`src/rtl/wtime_calc.sv`:
```
// Queue population tracker and wait-time calculator for the bank queue system.
// wtime = floor(TSVC*(pcount+tcount-1)/tcount), computed by a 5-step restoring divider.
module wtime_calc #(
  parameter int PMAX = 7,
  parameter int TSVC = 3
) (
  input  logic       clk,
  input  logic       rst_n,
  input  logic       back_sensor,
  input  logic       front_sensor,
  input  logic [1:0] tcount,
  output logic [2:0] pcount,
  output logic       full,
  output logic       empty,
  output logic       busy,
  output logic [4:0] wtime,
  output logic       wtime_valid
);

  typedef enum logic [1:0] {
    IDLE = 2'd0,
    LOAD = 2'd1,
    DIV  = 2'd2,
    DONE = 2'd3
  } state_t;

  // Numerator TSVC*(p+t-1), truncated to 5 bits; the p==0,t==0 wrap is overridden in DONE.
  function automatic logic [4:0] numer(input logic [2:0] p, input logic [1:0] t);
    logic [3:0] s;
    s = {1'b0, p} + {2'b00, t} - 4'd1;
    return 5'(TSVC) * {1'b0, s};
  endfunction

  logic [1:0] back_sync_r;
  logic [1:0] front_sync_r;
  logic       back_prev_r;
  logic       front_prev_r;
  logic       join_s;
  logic       leave_s;

  logic [2:0] pcount_r;
  logic [2:0] pcount_nxt_s;
  logic       full_r;
  logic       empty_r;
  logic [1:0] tcount_q_r;
  logic       chg_s;
  logic       dirty_r;

  state_t     state_r;
  state_t     state_nxt_s;
  logic       load_s;
  logic       div_s;
  logic       done_s;
  logic       clr_dirty_s;

  logic [2:0] p_r;
  logic [1:0] t_r;
  logic [4:0] num_r;
  logic [1:0] rem_r;
  logic [4:0] quo_r;
  logic [2:0] iter_r;
  logic [2:0] rem_sh_s;
  logic [1:0] rem_nxt_s;
  logic       qbit_s;
  logic [4:0] result_s;

  logic       busy_r;
  logic [4:0] wtime_r;
  logic       wtime_valid_r;

  // Two-flop synchronizers plus previous-value registers for edge detection.
  always_ff @(posedge clk) begin
    if (!rst_n) begin
      back_sync_r  <= 2'b00;
      front_sync_r <= 2'b00;
      back_prev_r  <= 1'b0;
      front_prev_r <= 1'b0;
    end else begin
      back_sync_r  <= {back_sync_r[0], back_sensor};
      front_sync_r <= {front_sync_r[0], front_sensor};
      back_prev_r  <= back_sync_r[1];
      front_prev_r <= front_sync_r[1];
    end
  end

  assign join_s  = back_sync_r[1] & ~back_prev_r;
  assign leave_s = front_sync_r[1] & ~front_prev_r;

  // Next population: a simultaneous join and leave cancels even at the limits.
  always_comb begin
    pcount_nxt_s = pcount_r;
    if (join_s && !leave_s && !full_r) begin
      pcount_nxt_s = pcount_r + 3'd1;
    end else if (leave_s && !join_s && !empty_r) begin
      pcount_nxt_s = pcount_r - 3'd1;
    end else begin
      pcount_nxt_s = pcount_r;
    end
  end

  assign chg_s = (pcount_nxt_s != pcount_r) || (tcount != tcount_q_r);

  // Population counter, status flags, registered teller count and pending-recompute flag.
  always_ff @(posedge clk) begin
    if (!rst_n) begin
      pcount_r   <= 3'd0;
      full_r     <= 1'b0;
      empty_r    <= 1'b1;
      tcount_q_r <= 2'd0;
      dirty_r    <= 1'b0;
    end else begin
      pcount_r   <= pcount_nxt_s;
      full_r     <= (pcount_nxt_s == 3'(PMAX));
      empty_r    <= (pcount_nxt_s == 3'd0);
      tcount_q_r <= tcount;
      if (chg_s) begin
        dirty_r <= 1'b1;
      end else if (clr_dirty_s) begin
        dirty_r <= 1'b0;
      end else begin
        dirty_r <= dirty_r;
      end
    end
  end

  // FSM state register.
  always_ff @(posedge clk) begin
    if (!rst_n) begin
      state_r <= IDLE;
    end else begin
      state_r <= state_nxt_s;
    end
  end

  // FSM next-state logic.
  always_comb begin
    state_nxt_s = state_r;
    case (state_r)
      IDLE: begin
        if (dirty_r) begin
          state_nxt_s = LOAD;
        end else begin
          state_nxt_s = IDLE;
        end
      end
      LOAD: state_nxt_s = DIV;
      DIV: begin
        if (iter_r == 3'd1) begin
          state_nxt_s = DONE;
        end else begin
          state_nxt_s = DIV;
        end
      end
      DONE:    state_nxt_s = IDLE;
      default: state_nxt_s = IDLE;
    endcase
  end

  // FSM output decode: datapath strobes.
  always_comb begin
    load_s      = 1'b0;
    div_s       = 1'b0;
    done_s      = 1'b0;
    clr_dirty_s = 1'b0;
    case (state_r)
      IDLE:    clr_dirty_s = dirty_r;
      LOAD:    load_s      = 1'b1;
      DIV:     div_s       = 1'b1;
      DONE:    done_s      = 1'b1;
      default: clr_dirty_s = 1'b0;
    endcase
  end

  // One restoring-division step: remainder stays below T, so two bits hold it.
  always_comb begin
    rem_sh_s = {rem_r, num_r[4]};
    if (rem_sh_s >= {1'b0, t_r}) begin
      rem_nxt_s = 2'(rem_sh_s - {1'b0, t_r});
      qbit_s    = 1'b1;
    end else begin
      rem_nxt_s = rem_sh_s[1:0];
      qbit_s    = 1'b0;
    end
  end

  // Special cases take priority over the quotient.
  always_comb begin
    if (p_r == 3'd0) begin
      result_s = 5'd0;
    end else if (t_r == 2'd0) begin
      result_s = 5'd31;
    end else begin
      result_s = quo_r;
    end
  end

  // Divider datapath: operands latched in LOAD, one quotient bit per DIV cycle.
  always_ff @(posedge clk) begin
    if (!rst_n) begin
      p_r    <= 3'd0;
      t_r    <= 2'd0;
      num_r  <= 5'd0;
      rem_r  <= 2'd0;
      quo_r  <= 5'd0;
      iter_r <= 3'd0;
    end else if (load_s) begin
      p_r    <= pcount_r;
      t_r    <= tcount_q_r;
      num_r  <= numer(pcount_r, tcount_q_r);
      rem_r  <= 2'd0;
      quo_r  <= 5'd0;
      iter_r <= 3'd5;
    end else if (div_s) begin
      num_r  <= {num_r[3:0], 1'b0};
      rem_r  <= rem_nxt_s;
      quo_r  <= {quo_r[3:0], qbit_s};
      iter_r <= iter_r - 3'd1;
    end else begin
      p_r    <= p_r;
      t_r    <= t_r;
      num_r  <= num_r;
      rem_r  <= rem_r;
      quo_r  <= quo_r;
      iter_r <= iter_r;
    end
  end

  // Registered result, completion pulse and busy flag.
  always_ff @(posedge clk) begin
    if (!rst_n) begin
      wtime_r       <= 5'd0;
      wtime_valid_r <= 1'b0;
      busy_r        <= 1'b0;
    end else begin
      busy_r        <= (state_nxt_s != IDLE);
      wtime_valid_r <= done_s;
      if (done_s) begin
        wtime_r <= result_s;
      end else begin
        wtime_r <= wtime_r;
      end
    end
  end

  assign pcount      = pcount_r;
  assign full        = full_r;
  assign empty       = empty_r;
  assign busy        = busy_r;
  assign wtime       = wtime_r;
  assign wtime_valid = wtime_valid_r;

endmodule
```
`config.mk`:
```
export PLATFORM = sky130hd
export DESIGN_NAME = wtime_calc
export DESIGN_NICKNAME = d
export VERILOG_FILES = /design/src/rtl/wtime_calc.sv
export SDC_FILE = /design/constraint.sdc
export NUM_CORES = 1
export LEC_CHECK = 0
export CORE_ASPECT_RATIO = 0.8
export CORE_MARGIN = 2
export CORE_UTILIZATION = 30
export CTS_CLUSTER_SIZE = 40
export DETAILED_ROUTE_END_ITERATION = 10
export HOLD_SLACK_MARGIN = 0.15
export SLEW_MARGIN = 30
export SYNTH_ARGS = -nofsm -noshare
export SYNTH_HDL_FRONTEND = slang
export SYNTH_SLANG_ARGS = --single-unit
```
`constraint.sdc`:
```
create_clock -name clk -period 2.7 [get_ports clk]
set_input_delay 0.405 -clock clk [delete_from_list [all_inputs] [get_ports clk]]
set_output_delay 0.405 -clock clk [all_outputs]
set_load 0.02 [all_outputs]
```
# Word-level counts from Yosys, hierarchy flattened
# Cells that the tools add are included.
dict set report totals {
  ff_bits 43
  input_bits 6
  output_inout_bits 12
}
dict set report op_classes {
  addsub 6
  n_mul 1
  n_lt_le_gt_ge 1
  eq_ne 7
  muxes 19
  bitwise 5
  n_reduce_logical 17
}
# operator count
set op_table {}
lappend op_table {{$mux 5} 4}
lappend op_table {{$mux 3} 4}
lappend op_table {{$mux 1} 9}
lappend op_table {{$pmux 2 s4} 1}
lappend op_table {{$logic_not 3->1} 2}
lappend op_table {{$reduce_bool 2->1} 3}
lappend op_table {{$sub 3x1->3 const B} 2}
lappend op_table {{$mul 2x4->5 const A} 1}
lappend op_table {{$add 3x2->4} 1}
lappend op_table {{$eq 2x2->1 const B} 2}
lappend op_table {{$logic_and 1x1->1} 4}
lappend op_table {{$logic_not 1->1} 4}
lappend op_table {{$logic_not 2->1} 2}
lappend op_table {{$sub 4x1->4 const B} 1}
lappend op_table {{$add 3x1->3 const B} 1}
lappend op_table {{$eq 3x1->1 const B} 1}
lappend op_table {{$eq 3x3->1 const B} 1}
lappend op_table {{$ge 3x2->1} 1}
lappend op_table {{$ne 3x3->1} 1}
lappend op_table {{$not 1->1} 3}
lappend op_table {{$and 1x1->1} 2}
lappend op_table {{$eq 2x1->1 const B} 1}
lappend op_table {{$mux 2} 1}
lappend op_table {{$ne 2x2->1} 1}
lappend op_table {{3 further kinds} 3}

# Longest topological paths before layout
dict set report depth {
  depth_word 10
  depth_mapped 12
}

# Worst setup path after synthesis
# OpenSTA, ideal clock, no wires.
dict set report synth_path {
  path_type {register to register}
  startpoint {register pcount_r[1] (netlist: pcount[1])}
  endpoint {register num_r[3]}
  setup_ns 0.116
  arrival_time_ns 2.515
  path_slack_ns 0.069
  path_stages_with_launch 13
  synth_period_minus_slack_ns 2.631
  cell_sequence {dfxtp_1 > inv_1 > ha_1 > inv_1 > ha_1 > inv_1 > fa_1 > inv_1 > fa_1 > xnor2_1 > a21oi_1 > mux2i_1 > nor2b_1}
}
dict set report synth_between {
  elab_chain_cells 4
}
# item line
set synth_rtl {}
lappend synth_rtl {{start, declared} 41} ;# logic [2:0] pcount_r;
lappend synth_rtl {{start signal, assigned} 112} ;# pcount_r <= pcount_nxt_s;
lappend synth_rtl {{$add 3x2->4} 30} ;# s = {1'b0, p} + {2'b00, t} - 4'd1;
lappend synth_rtl {{$sub 4x1->4} 30}
lappend synth_rtl {{$mul 2x4->5} 31} ;# return 5'(TSVC) * {1'b0, s};
lappend synth_rtl {{$mux 5} 206} ;# end else if (load_s) begin
lappend synth_rtl {{end signal, assigned} 209} ;# num_r <= numer(pcount_r, tcount_q_r);
lappend synth_rtl {{end signal, assigned} 214} ;# num_r <= {num_r[3:0], 1'b0};
lappend synth_rtl {{end signal, assigned} 221} ;# num_r <= num_r;
lappend synth_rtl {{end, declared} 58} ;# logic [4:0] num_r;
# No other way between the ends.
# A chain may end at the register's enable or synchronous reset.

# Worst setup path after layout
dict set report layout_path {
  startpoint {register pcount_r[1] (netlist: pcount[1])}
  endpoint {register num_r[2]}
}
# The elaborated chain is that of the path after synthesis.

==> out/summary.txt <==
MaxCap Viol Count = 0
hold_buf cts = 0
top_reg_cell synth = dfxtp_1
Initial Util = 30.6%
# placed instances = 317
Final Max Slew Viols = 0
clock net sink count = 43
Critical Path RT = 2900 ps
Critical Path Most Common Cell = inv_1
Vias = 1431
Final Core Density = 36.4%
Antenna Cells = 0
vias per inst = 4.39
maximum vdd ir drop = 0.000221 V
dpl ws = 132 ps
die width = 97.0 um
Multi-input gate area = 0.00111 sq mm
most frequent cells in the layout = 41 x dfxtp_1, 20 x inv_1, 17 x ha_1, 17 x clkdlybuf4s50_1
first-pass detailed-route iteration total = 4
RSZ-0062 raised after global routing = yes
Worst Setup End Kind = flop
leakage = 0.943 nW
Post-DP HPWL = 2700 um
Critical path buffers and inverters = 4
status = complete, no violations
worst-margin pin slew = 753 ps
Final ANT Viol Nets = 0
TNS Setup = 0 ps
HP Class = reg2reg
fin crit share = 93.5%
Cells after Synth = 215
Die ar. = 0.00760 sq mm
PnR Total Power = 1.38 mW
hold slack = 440 ps
vias in the first global route = 1265
fmax = 396 MHz
Setup Crit Path Kind = reg2reg
Fin. Hold Viols = 0
I/O Pins = 18
Synth cell types = 40
headroom to the max-slew limit = 49.8%
flops & latches, synth = 43
Placer Congestion = 0.745
clock root buffer master = clkbuf_8
WP data arrival = 2730 ps
Final Instance Count excl. Fillers = 326
Slowest-stage cell, CP = fa_1
Post-Route WL = 3740 um
Post-synth ARST share = 0%
syn_nets = 241
DRC = 0
Power per Cell Area = 558 mW/mm^2
setup ws final = 175 ps
Period minus WS final = 2530 ps
TritonCTS clock tree = built
EDFF count, synth = 0
max incr delay on CP = 580 ps
reg2reg setup slack = 170 ps
register area share after synthesis = 41.5%
share of layout cells above drive strength 1 = 10.5%
routed wire length per instance = 11.5 um
synth-to-layout area growth = 19.3%
first-pass GRT wire length = 6130 um
Cell Chain, Critical Path = inv_1 -> ha_1 -> inv_1 -> ha_1 -> inv_1 -> fa_1 -> inv_2 -> fa_2 -> a21oi_1 -> mux2i_1 -> nor2b_1
CTS Buffer Depth = 2
Top delay family on crit path = adder cells
Final setup viols = 0
Max FO, Critical Path = 3
IO buf count = 17
crit path launch type = flop
Reg clk slew, reported paths = 90 ps
CTS Buf Count = 5
Ys Warns = 0
mapped cell area = 0.00207 sq mm
most common cell after layout, fill and taps aside = dfxtp_1
core area = 0.00679 sq mm
largest net degree at the start of global routing = 18
drt initial violations = 48
row cnt = 27
All-Layer GR Usage = 10.2%
initial antenna violation count = 0
fin area = 0.00247 sq mm
height of the die = 78.4 um
Fill cells = 688
gr ovfl total = 0
Placement Cell Area = 0.00237 sq mm
Final #Nets = 264
H-tree levels = 2
Worst Clk Skew = 8.90 ps
clk_lat worst skew = 310 ps
register area = 863 sq um
post-synthesis average cell area = 9.65 sq um
Yosys cell counts, types with 2 or more instances:
master    count  area (sq um)
nand2_1       7          26.3
a21boi_0      6          45.0
nor2b_1       9          56.3
o31a_1        2          17.5
fa_1          3          60.1
xnor2_1       5          43.8
buf_1         3          11.3
o211ai_1      2          15.0
dfxtp_1      43           861
nand2b_1      7          43.8
and2_1       13          81.3
xor2_1        3          26.3
mux2i_1      13           130
inv_1        21          78.8
a21oi_1       7          35.0
o22ai_1       2          12.5
o21ai_0      10          50.1
nor2_1       13          48.8
ha_1         17           213
a31oi_1       2          12.5
a211oi_1      4          30.0
clkbuf_1      5          18.8
routing by layer:
| layer | GRT usage (%) | up-vias | wire (um) |
|---|---|---|---|
| met2 | 14.3 | 22 | 1540 |
| met4 | 3.38 | 0 | 47 |
| met5 | 0 | - | 0 |
| li1 | - | 765 | - |
| met3 | 3.83 | 5 | 143 |
| met1 | 14.4 | 639 | 2010 |
state kept, by name (all words and copies together) (netlist names), 2 cells and up:
signal and flops:
p_r 3, back_sync_r 2, num_r 5, tcount_q_r 2, state_r 2, wtime 5, front_sync_r 2, t_r 2
rem_r 2, quo_r 5, pcount 3, iter_r 3
power by group:
group          internal, mW  switching (mW)
clock                 0.185           0.245
sequential            0.667          0.0181
combinational         0.126           0.141
logic make-up after synthesis:
kind of cell	share of synthesized area [%]
compound gates	13.4
xor+xnor	3.38
fa+ha+maj	13.1
buf+inv	5.25
flops	41.5
mux	6.82
simple gates	16.5
what timing repair did:
action	CTS	global route
setup endpoints to repair	0	3
buffers inserted	0	1
gates resized for setup	0	4
path summary, 6_finish.rpt:
path	startpoint	end	cells after the start
worst max-delay path	pcount[1]	num_r[2]	11
worst min-delay path	back_sync_r[0]	back_sync_r[1]	1
worst min register to register	back_sync_r[0]	back_sync_r[1]	1
worst max register to register	pcount[1]	num_r[2]	11
final cells by class:
type | count | area share (%)
clock buffers | 5 | 2.78
clock inverters | 3 | 1.01
inverters | 21 | 3.19
multi-input cells | 143 | 44.7
flip-flops and latches | 43 | 34.9
well taps | 87 | 4.40
repair buffers | 24 | 9.00
(Power assumes the default switching activity.)
